===== src/rtl/ml_sched_pkg.sv =====
// Shared definitions for the accelerator command scheduler: op codes,
// FSM state encoding and command-queue entry sizing.
package ml_sched_pkg;

  typedef enum logic [1:0] {
    OP_CONV2D   = 2'b00,
    OP_DWCONV2D = 2'b01,
    OP_MATADD   = 2'b10,
    OP_FC       = 2'b11
  } op_e;

  typedef enum logic [1:0] {
    ST_IDLE  = 2'b00,
    ST_ISSUE = 2'b01,
    ST_WAIT  = 2'b10,
    ST_RESP  = 2'b11
  } state_e;

  localparam int OP_W   = 2;
  localparam int DATA_W = 32;

  // Entry layout, MSB first: {op, rs1, rs2, tag}
  localparam int CMD_PAYLOAD_W = OP_W + 2 * DATA_W;

  function automatic int cmd_entry_w(input int tag_w);
    return CMD_PAYLOAD_W + tag_w;
  endfunction

endpackage


===== src/rtl/ml_cmd_fifo.sv =====
// Synchronous FIFO for scheduler commands; head word is visible on rdata
// whenever the FIFO is non-empty and is consumed by pop.
module ml_cmd_fifo #(
  parameter int WIDTH = 8,
  parameter int DEPTH = 4
) (
  input  logic                     clk,
  input  logic                     rst_n,
  input  logic                     push,
  input  logic [WIDTH-1:0]         wdata,
  input  logic                     pop,
  output logic [WIDTH-1:0]         rdata,
  output logic                     full,
  output logic                     empty,
  output logic [$clog2(DEPTH):0]   level
);

  localparam int AW = $clog2(DEPTH);
  localparam logic [AW:0] FULL_LEVEL = (AW + 1)'(DEPTH);

  logic [WIDTH-1:0] mem [DEPTH];
  logic [AW-1:0]    wr_ptr_reg;
  logic [AW-1:0]    rd_ptr_reg;
  logic [AW:0]      level_reg;
  logic             do_push;
  logic             do_pop;

  assign full    = (level_reg == FULL_LEVEL);
  assign empty   = (level_reg == '0);
  assign level   = level_reg;
  assign do_push = push && !full;
  assign do_pop  = pop && !empty;
  assign rdata   = mem[rd_ptr_reg];

  // Storage carries no reset so it maps onto distributed/block memory.
  always_ff @(posedge clk) begin
    if (do_push) begin
      mem[wr_ptr_reg] <= wdata;
    end
  end

  always_ff @(posedge clk or negedge rst_n) begin
    if (!rst_n) begin
      wr_ptr_reg <= '0;
      rd_ptr_reg <= '0;
      level_reg  <= '0;
    end else begin
      if (do_push) wr_ptr_reg <= wr_ptr_reg + 1'b1;
      if (do_pop)  rd_ptr_reg <= rd_ptr_reg + 1'b1;
      case ({do_push, do_pop})
        2'b10:   level_reg <= level_reg + 1'b1;
        2'b01:   level_reg <= level_reg - 1'b1;
        default: level_reg <= level_reg;
      endcase
    end
  end

endmodule


===== src/rtl/ml_accel_scheduler.sv =====
// Queues CPU commands and sequences the accelerator one command at a time,
// returning each result (or a watchdog timeout) on a tagged response port.
module ml_accel_scheduler #(
  parameter int CMD_DEPTH      = 4,
  parameter int TIMEOUT_CYCLES = 1024,
  parameter int TAG_W          = 4
) (
  input  logic                         clk,
  input  logic                         rst_n,
  input  logic                         cmd_valid,
  output logic                         cmd_ready,
  input  logic [1:0]                   cmd_op,
  input  logic [31:0]                  cmd_rs1,
  input  logic [31:0]                  cmd_rs2,
  input  logic [TAG_W-1:0]             cmd_tag,
  output logic                         accel_start,
  output logic [1:0]                   accel_op_mode,
  output logic [31:0]                  accel_rs1_data,
  output logic [31:0]                  accel_rs2_data,
  input  logic                         accel_ready,
  input  logic                         accel_done,
  input  logic [31:0]                  accel_result,
  output logic                         rsp_valid,
  input  logic                         rsp_ready,
  output logic [31:0]                  rsp_data,
  output logic [TAG_W-1:0]             rsp_tag,
  output logic                         rsp_err,
  output logic                         busy,
  output logic [$clog2(CMD_DEPTH):0]   queue_level
);

  import ml_sched_pkg::*;

  localparam int ENTRY_W = cmd_entry_w(TAG_W);
  localparam int CNT_W   = (TIMEOUT_CYCLES > 1) ? $clog2(TIMEOUT_CYCLES) : 1;
  localparam logic [CNT_W-1:0] WD_LIMIT = CNT_W'(TIMEOUT_CYCLES - 1);

  state_e              state_reg, state_next;
  logic [CNT_W-1:0]    wd_cnt_reg;
  logic [OP_W-1:0]     op_reg;
  logic [DATA_W-1:0]   rs1_reg, rs2_reg;
  logic [TAG_W-1:0]    tag_reg;
  logic [DATA_W-1:0]   rsp_data_reg;
  logic [TAG_W-1:0]    rsp_tag_reg;
  logic                rsp_err_reg;

  logic                fifo_full, fifo_empty, fifo_pop;
  logic [ENTRY_W-1:0]  fifo_rdata;
  logic [OP_W-1:0]     head_op;
  logic [DATA_W-1:0]   head_rs1, head_rs2;
  logic [TAG_W-1:0]    head_tag;
  logic                rsp_load, rsp_timeout;

  ml_cmd_fifo #(
    .WIDTH (ENTRY_W),
    .DEPTH (CMD_DEPTH)
  ) u_cmd_fifo (
    .clk   (clk),
    .rst_n (rst_n),
    .push  (cmd_valid),
    .wdata ({cmd_op, cmd_rs1, cmd_rs2, cmd_tag}),
    .pop   (fifo_pop),
    .rdata (fifo_rdata),
    .full  (fifo_full),
    .empty (fifo_empty),
    .level (queue_level)
  );

  assign {head_op, head_rs1, head_rs2, head_tag} = fifo_rdata;

  always_comb begin
    state_next  = state_reg;
    fifo_pop    = 1'b0;
    accel_start = 1'b0;
    rsp_valid   = 1'b0;
    rsp_load    = 1'b0;
    rsp_timeout = 1'b0;
    case (state_reg)
      ST_IDLE: begin
        if (!fifo_empty && accel_ready) begin
          fifo_pop   = 1'b1;
          state_next = ST_ISSUE;
        end
      end
      ST_ISSUE: begin
        accel_start = 1'b1;
        state_next  = ST_WAIT;
      end
      ST_WAIT: begin
        // A done arriving on the limit cycle still counts as a real result.
        if (accel_done) begin
          rsp_load   = 1'b1;
          state_next = ST_RESP;
        end else if (wd_cnt_reg == WD_LIMIT) begin
          rsp_load    = 1'b1;
          rsp_timeout = 1'b1;
          state_next  = ST_RESP;
        end
      end
      ST_RESP: begin
        rsp_valid = 1'b1;
        if (rsp_ready) state_next = ST_IDLE;
      end
      default: state_next = ST_IDLE;
    endcase
  end

  always_ff @(posedge clk or negedge rst_n) begin
    if (!rst_n) begin
      state_reg    <= ST_IDLE;
      wd_cnt_reg   <= '0;
      op_reg       <= '0;
      rs1_reg      <= '0;
      rs2_reg      <= '0;
      tag_reg      <= '0;
      rsp_data_reg <= '0;
      rsp_tag_reg  <= '0;
      rsp_err_reg  <= 1'b0;
    end else begin
      state_reg <= state_next;
      if (state_reg == ST_WAIT) wd_cnt_reg <= wd_cnt_reg + 1'b1;
      else                      wd_cnt_reg <= '0;
      if (fifo_pop) begin
        op_reg  <= head_op;
        rs1_reg <= head_rs1;
        rs2_reg <= head_rs2;
        tag_reg <= head_tag;
      end
      if (rsp_load) begin
        rsp_data_reg <= rsp_timeout ? '0 : accel_result;
        rsp_tag_reg  <= tag_reg;
        rsp_err_reg  <= rsp_timeout;
      end
    end
  end

  assign cmd_ready      = !fifo_full;
  assign busy           = (state_reg != ST_IDLE) || !fifo_empty;
  assign accel_op_mode  = op_reg;
  assign accel_rs1_data = rs1_reg;
  assign accel_rs2_data = rs2_reg;
  assign rsp_data       = rsp_data_reg;
  assign rsp_tag        = rsp_tag_reg;
  assign rsp_err        = rsp_err_reg;

endmodule


===== config.mk =====
export PLATFORM = sky130hd
export DESIGN_NAME = ml_accel_scheduler
export DESIGN_NICKNAME = d
export VERILOG_FILES = /design/src/rtl/ml_sched_pkg.sv /design/src/rtl/ml_cmd_fifo.sv /design/src/rtl/ml_accel_scheduler.sv
export SDC_FILE = /design/constraint.sdc
export NUM_CORES = 1
export LEC_CHECK = 0
export BUFFER_PORTS_ARGS = -buffer_cell sky130_fd_sc_hd__buf_2
export CAP_MARGIN = 30
export CORE_UTILIZATION = 45
export CTS_CLUSTER_DIAMETER = 50
export DETAILED_ROUTE_END_ITERATION = 12
export PLACE_DENSITY = 0.65
export SETUP_SLACK_MARGIN = 0.5
export SYNTH_ARGS = -nofsm -noshare
export SYNTH_HDL_FRONTEND = slang
export SYNTH_SLANG_ARGS = --single-unit

===== constraint.sdc =====
create_clock -name clk -period 6.71 [get_ports clk]
set_input_delay 1.342 -clock clk [delete_from_list [all_inputs] [get_ports clk]]
set_output_delay 1.342 -clock clk [all_outputs]
set_load 0.1 [all_outputs]

---- Word-level counts from Yosys, hierarchy flattened ----
Memories as Yosys holds them, arrays and structs flattened. A register that Yosys moved wholly into a read port is not among the register bits.
Cells that the tools add are included.
operators by class
  add/sub/neg operators ................... 5
  muxes and demuxes ....................... 19
  reductions and logical operators ........ 12
  eq/ne operators ......................... 10
operators with widths
  cell                     count
  $mux W32                 1
  $mux W1                  11
  $add A10 B1 Y10 const B  1
  $eq A10 B10 Y1 const B   1
  $mux W10                 1
  $mux W2                  4
  $pmux W2 S4              1
  $eq A2 B2 Y1 const B     3
  $pmux W3 S2              1
  $add A2 B1 Y2 const B    2
  $eq A2 B1 Y1 const B     2
  $ne A2 B2 Y1 const B     2
  $reduce_bool A2 Y1       2
  $add A3 B1 Y3 const B    1
  $eq A3 B3 Y1 const B     1
  $logic_and A1 B1 Y1      3
  $logic_not A1 Y1         3
  $logic_not A3 Y1         1
  $ne A3 B3 Y1 const B     1
  $reduce_and A3 Y1        1
  $sub A3 B1 Y3 const B    1
  $logic_not A2 Y1         1
  $logic_or A1 B1 Y1       1
word-level totals
  input bits .............................. 108
  memories kept ........................... 1
  output and inout port bits .............. 110
  RAM bits ................................ 280
  flip-flop bits (word level) ............. 56
  word-level logic and storage cells ...... 55
memory list
  name            depth  bits a word  read ports  clocked after Yosys merged registers in  wr ports  RTL line           text
  u_cmd_fifo.mem  4      70           1           1                                        1         ml_cmd_fifo.sv:21  logic [WIDTH-1:0] mem [DEPTH];

---- Depth between registers and ports, before layout ----
Gate-level depths: netlist of run 1.
  depth after elaboration ................. 8
  depth in mapped cells ................... 11
  depth with buffers taken out ............ 10

---- Cells and area by module ----
Synthesis of run 1 repeated with hierarchy kept, for this count alone.
unflattened totals
  cell total of the unflattened synthesis .. 850
  area, all modules ....................... 15147.0 µm²
modules (own cells, without submodules)
  module              sequential area each (µm²)  instances  area an instance (µm²)  cells an instance
  ml_cmd_fifo         8583.2                      1          10512.6                 405
  ml_accel_scheduler  2977.9                      1          4634.4                  445

---- Worst setup path before layout of run 1 ----
Ideal clock, no wire load.
  kind .................................... reg2reg
  start ................................... reg u_cmd_fifo.level_reg[1], in the netlist u_cmd_fifo.level[1]
  end ..................................... mem u_cmd_fifo.mem[0][0] (netlist name) (enable)
  arrival ................................. 3.706 ns
  required time ........................... 6.274 ns
  path buffers ............................ 0
  setup slack ............................. 2.568 ns
  library setup time ...................... 0.436 ns
  stages on the path, launching flop included .. 4
  clock period less this slack ............ 4.142 ns
  cell sequence ........................... dfrtp_1 -> nor2_1 -> nand2_1 -> and3_1
on the way
  longest elaborated chain between the ends .. 5
ends and longest elaborated chain
  element                        RTL line                  text
  start, declared                ml_cmd_fifo.sv:24         logic [AW:0] level_reg;
  start signal, assigned         ml_cmd_fifo.sv:51         2'b10: level_reg <= level_reg + 1'b1;
  start signal, assigned         ml_cmd_fifo.sv:52         2'b01: level_reg <= level_reg - 1'b1;
  start signal, assigned         ml_cmd_fifo.sv:53         default: level_reg <= level_reg;
  $eq A3 B3 Y1                   ml_cmd_fifo.sv:28         assign full = (level_reg == FULL_LEVEL);
  $logic_not A1 Y1               n/a
  via cmd_ready                  ml_accel_scheduler.sv:11  output logic cmd_ready,
  $logic_and A1 B1 Y1            ml_cmd_fifo.sv:31         assign do_push = push && !full;
  $mux W1                        ml_cmd_fifo.sv:37         if (do_push) begin
  $mux W1 (implied by the code)  ml_cmd_fifo.sv:38         mem[wr_ptr_reg] <= wdata;
  end, declared                  ml_cmd_fifo.sv:21
The timed path passes the listed nets, and every way through them passes these cells.

---- Final worst setup path of run 1 ----
  start ................................... reg state_reg[0]
  end ..................................... out busy
on the way
  longest elaborated chain between the ends .. 2
ends and longest elaborated chain
  element                 RTL line                   text
  start, declared         ml_accel_scheduler.sv:38   state_e state_reg, state_next;
  start signal, assigned  ml_accel_scheduler.sv:120  state_reg <= state_next;
  $reduce_bool A2 Y1      ml_accel_scheduler.sv:138  assign busy = (state_reg != ST_IDLE) || !fifo_empty;
  $logic_or A1 B1 Y1      ml_accel_scheduler.sv:138
  end, declared           ml_accel_scheduler.sv:28   output logic busy,
No other way between the ends.

==> results of run 1 <==
area by class of cell:
cell class              count  area (um^2)
diodes                      2        5.005
clock buffers              64         1310
clock inverters            20        236.5
fillers                  2550        14400
inverters                  12        45.04
multi-input cells         249         3412
flip-flops and latches    406        11570
well taps                 442        553.0
repair buffers            231         1338
logic make-up after synthesis:
logic type,count (synthesis),synth area share [%]
and+or+nand+nor,37,1.587
adders and majority gates,12,1.036
AOI/OAI and AO/OA,41,2.441
buffers and inverters,43,1.759
DFF,406,75.96
xor gates and xnor gates,13,0.7481
muxes,146,16.47
critical path, cell delays in order, from the launching register on:
cell and delay [ns]:
dfrtp_1 0.39, inv_1 0.10, ha_1 0.25, nand3b_1 0.09, buf_2 0.42
per-layer routing:
layer,vias to the layer above,GRT usage [%]
met5,-,0
met4,6,3.934
met3,53,4.559
met2,212,27.96
met1,3774,22.72
li1,3323,-
cell usage after synthesis, drive strengths merged (4+ instances only):
library cell	number	area, um^2
clkbuf	8	30.03
mux4	70	1637
xnor2	8	70.07
nand2	6	22.52
dfrtp	126	3153
nor2	4	22.52
a22o	33	291.5
buf	23	192.7
and2	10	62.56
ha	11	137.6
inv	12	45.04
edfxtp	280	8408
xor2	5	43.79
mux2	76	870.8
and3	4	25.02
per-stage QoR:
step,setup WS (ns),util (%),area (um^2),std cells,hold WS (ns)
finish,3.582,56.19,18470,1426,0.4929
global placement,3.056,50.88,16720,1333,0.4773
detailed placement,3.528,51.47,16920,1340,0.4794
CTS,3.552,56.17,18460,1424,0.4973
floorplan,2.568,-,15220,698,0.4517
global route,3.479,56.17,18460,1424,0.5062
path summary, 6_finish.rpt:
| check | from | end | depth (start not counted) |
|---|---|---|---|
| max in group asynchronous | rst_n | u_cmd_fifo.level[2] | 3 |
| min in group asynchronous | rst_n | accel_rs1_data[11] | 1 |
| min | rsp_data[16] | rsp_data[16] | 1 |
| min reg2reg | rsp_data[16] | rsp_data[16] | 1 |
| max reg2reg | u_cmd_fifo.rd_ptr_reg[0] | accel_rs2_data[19] | 3 |
| max | state_reg[0] | busy | 4 |
layout by cell type (no fill, tap or decap), types with 6 or more instances in the layout:
master,synthesis,routed
xnor2_1,8,8
a22o_1,31,31
buf_4,1,7
nand2_1,6,6
clkbuf_16,0,47
and2_1,10,10
ha_1,11,11
clkbuf_8,0,7
mux4_1,16,16
mux4_2,54,54
clkbuf_1,8,10
dfrtp_1,126,124
edfxtp_1,280,280
mux2_2,72,72
inv_1,12,12
buf_16,0,7
buf_2,10,216
==> flow_metrics.tcl, run 1 <==
set metrics [dict create \
    initial_core_util_pct 46.31 \
    setup_violations 0 \
    dieArea_um2 34560 \
    status "finished, final reports clean" \
    skew_ns 0.01708 \
    synth_area_um2 15220 \
    ys_seq_elements 406 \
    num_io_pins 218 \
    largest_reg_flops 280 \
    worst_pin_slew_ns 0.9751 \
    ys.flop_type "edfxtp_1" \
    hold_path_class "flip-flop to flip-flop" \
    grt_pass1_vias 7641 \
    end_kind "primary output" \
    post-route-min-period_ns 3.128 \
    crit_fanout 4 \
    fmax_ghz 0.3197 \
    hold_viol_final 0 \
    drv_slew 0 \
    drive_above_1_share_pct 45.62 \
    port_buffers 217 \
    grt_start_max_net_pins 49 \
    syn_nets 818 \
    grt_use_total_pct 17.03 \
    start_kind "flip-flop" \
    clockRootBuffer "clkbuf_16" \
    arrival_ns 1.79 \
    antenna_found_initial 5 \
    grt_overflow 0 \
    drc_errors 0 \
    required_ns 5.37 \
    place_congestion 0.7151 \
    ys_async_sr_fraction_pct 31.03 \
    syn_to_final_growth_pct 21.33 \
    grt_pass1_wl_um 43880 \
    synth_edf_count 280 \
    row_count 66 \
    met3_wirelength_um 1925 \
    setup-tns-final_ns 0 \
    max_cap_violations 0 \
    cts_setup_buffers 0 \
    clock_latency_ns 0.53 \
    syn_inst 698 \
    cts.htree.levels 2 \
    fin_nets 1065 \
    cts_resized 0 \
    ys_seq_area_share_pct 75.96 \
    cts_tree "done" \
    syn_avg_cell_area_um2 21.81 \
    met1Wirelength_um 12500 \
    synth_cell_types 39 \
    yosys_warnings 0 \
    via_per_inst 5.167 \
    rrSetupSlack_ns 4.03 \
    cts_buffer_depth 3 \
    timing.slew.headroom_pct 34.75 \
    numCtsBuffers 45 \
    die_height_um 185.9 \
    critPathKind "flip-flop to primary output" \
    clkSlewWorstSetupHoldPaths_ns 0.06 \
    die_x_um 185.9 \
    top_layer "met5" \
    ant_nets 0 \
    final.period_utilization_pct 46.62 \
    dpl.hpwl_um 17440 \
    dr.pass1.iters 6 \
    rsz0062_at_grt "no" \
    wl_met2_um 13850 \
    cts_hold_buf 0 \
    core_um2 32870 \
    post_drt_wl_per_cell_um 20.18 \
    cts.sinks 406 \
    drtIter0Drc 344 \
    regMostFlops "u_cmd_fifo.mem" \
    drt-total-wl_um 28780 \
    via_count 7368 \
]
Power of run 1 is not shown: default switching activity piles up to over one toggle a cycle in this logic, so the estimate is an artifact.
==> run 2, diff against run 1 <==
Settings changed: PLACE_DENSITY 0.65 to 0.68.
Clock period 6.71 ns to 2.6 ns, I/O delays scaled along.
==> run 2 against run 1 <==
  * Sequential share of layout area is 0.15 points higher
  * Global-route usage down 0.45 points
  * Via count increased by 0.53%
  * Wire length is 0.68% lower
  * Design area shrank 0.14%
  * Clock skew rose by 0.00077 ns
  * Non-clock buffer count grew 2
  * Register-to-register slack worse by 3.4 ns
  * Die area did not move
  * Worst setup slack got worse by 3.1 ns
==> flow_metrics.tcl, run 2 (same netlist as run 1, synthesis figures left out) <==
set metrics [dict create \
    gr-max-usage-layer "met2" \
    setup_violations 0 \
    final_cell_mix "280 x edfxtp_1, 212 x buf_2, 121 x dfrtp_1" \
    drt-total-wl_um 28580 \
    hold_path_class "input port to async pin" \
    grt_pass1_vias 7705 \
    largest_reg_flops 280 \
    max_cap_violations 0 \
    setup-tns-final_ns 0 \
    cpPeakStageDelay_ns 0.52 \
    fin_nets 1067 \
    hold_viol_final 0 \
    critPathKind "flip-flop to primary output" \
    cts.htree.levels 2 \
    num_io_pins 218 \
    place_ws_ns 0.5675 \
    drc_errors 0 \
    final_common_cell "edfxtp_1" \
    post-route-min-period_ns 2.079 \
    fillers 2548 \
    final.period_utilization_pct 79.95 \
    required_ns 2.08 \
    status "finished, final reports clean" \
    setup_ws_ns 0.5213 \
    timing.slew.headroom_pct 47.55 \
    core_um2 32870 \
    cts_buffer_depth 3 \
    numCtsBuffers 44 \
    drtIter0Drc 351 \
    grt_util_met1_pct 20.21 \
    drv_slew 0 \
    cp.buffers_inverters 1 \
    grt_pass1_wl_um 42900 \
    cts_hold_buf 0 \
    via_count 7407 \
    worst_pin_slew_ns 0.7867 \
    ant_nets 0 \
    met3_usage_pct 4.852 \
    fmax_ghz 0.4811 \
    skew_ns 0.01785 \
    syn_to_final_growth_pct 21.17 \
    postLayoutCoreUtil_pct 56.11 \
    cts_tree "done" \
    crit_chain "nor2_4 -> nand3b_1 -> buf_8" \
    arrival_ns 1.56 \
    grt_overflow 0 \
    grt_start_max_net_pins 73 \
    end_kind "primary output" \
    crit_fanout 5 \
    cts.sinks 406 \
    critPathTopFamily "flip-flops" \
    port_buffers 217 \
    regMostFlops "u_cmd_fifo.mem" \
    dr.pass1.iters 4 \
    rsz0062_at_grt "yes" \
    grt_use_total_pct 16.58 \
    clockRootBuffer "clkbuf_16" \
    initial_core_util_pct 46.31 \
    dieArea_um2 34560 \
    die_height_um 185.9 \
    cpMaxStageDelayCell "dfrtp_4" \
    clock_latency_ns 0.54 \
    dpl.hpwl_um 16210 \
    row_count 66 \
    clkSlewWorstSetupHoldPaths_ns 0.06 \
    drive_above_1_share_pct 47.05 \
    post_drt_wl_per_cell_um 20.01 \
    via_per_inst 5.187 \
    use_met2_pct 28.22 \
    start_kind "flip-flop" \
    die_x_um 185.9 \
    place_congestion 0.6993 \
    antenna_found_initial 6 \
]
-- run 2: cell types whose count changed in the layout (fill, tap and decap cells not counted), sizes merged --
cell    delta
buf        +1
o21ai      +1
inv        -2
diode      +2
bufinv     -3
clkbuf     +3
-- run 2: layout make-up --
| type | instances | area (um^2) | area share [%] |
|---|---|---|---|
| diodes | 4 | 10.01 | 0.05427 |
| clock buffers | 66 | 1305 | 7.076 |
| clock inverters | 15 | 122.6 | 0.6649 |
| inverters | 12 | 45.04 | 0.2442 |
| multi-input cells | 250 | 3465 | 18.79 |
| flip-flops and latches | 406 | 11580 | 62.79 |
| well taps | 442 | 553.0 | 2.999 |
| repair buffers | 233 | 1363 | 7.388 |
-- run 2: what timing repair did --
action / CTS / global route
buffers inserted: 0 / 0
endpoints found under the setup margin: 3 / 8
gates cloned: 0 / 1
pin swaps: 0 / 2
resized for setup: 4 / 7
-- run 2: final timing paths --
path	startpoint	to	slack [ns]	cells past startpoint
setup / recovery	u_cmd_fifo.level[0]	busy	0.52	3
hold / removal	rst_n	accel_rs1_data[5]	0.008	1
setup reg to reg	u_cmd_fifo.level[0]	u_cmd_fifo.level[2]	0.59	10
hold reg to reg	wd_cnt_reg[0]	wd_cnt_reg[0]	0.48	1
max in group asynchronous	rst_n	accel_rs2_data[4]	1.99	2
min in group clk	cmd_rs1[17]	u_cmd_fifo.mem[3][53]	0.19	1
-- run 2: layer usage --
| layer | wire, um | share of wire (%) | vias to the layer above |
|---|---|---|---|
| li1 | - | - | 3320 |
| met1 | 11730 | 41 | 3817 |
| met2 | 14170 | 50 | 203 |
| met3 | 1946 | 6.8 | 63 |
| met4 | 701 | 2.5 | 4 |
| met5 | 31 | 0.11 | - |
-- run 2: metrics by stage --
stage	cells	hold slack (ns)	cell area, um^2
after detailed placement	1342	0.4762	16970
final	1428	0.007519	18440
after global routing	1425	0.03192	18440
after CTS	1423	0.02043	18410
after floorplan	698	0.2244	15290
after global placement	1342	0.4649	16970
Power of run 2 is left out for the same reason.
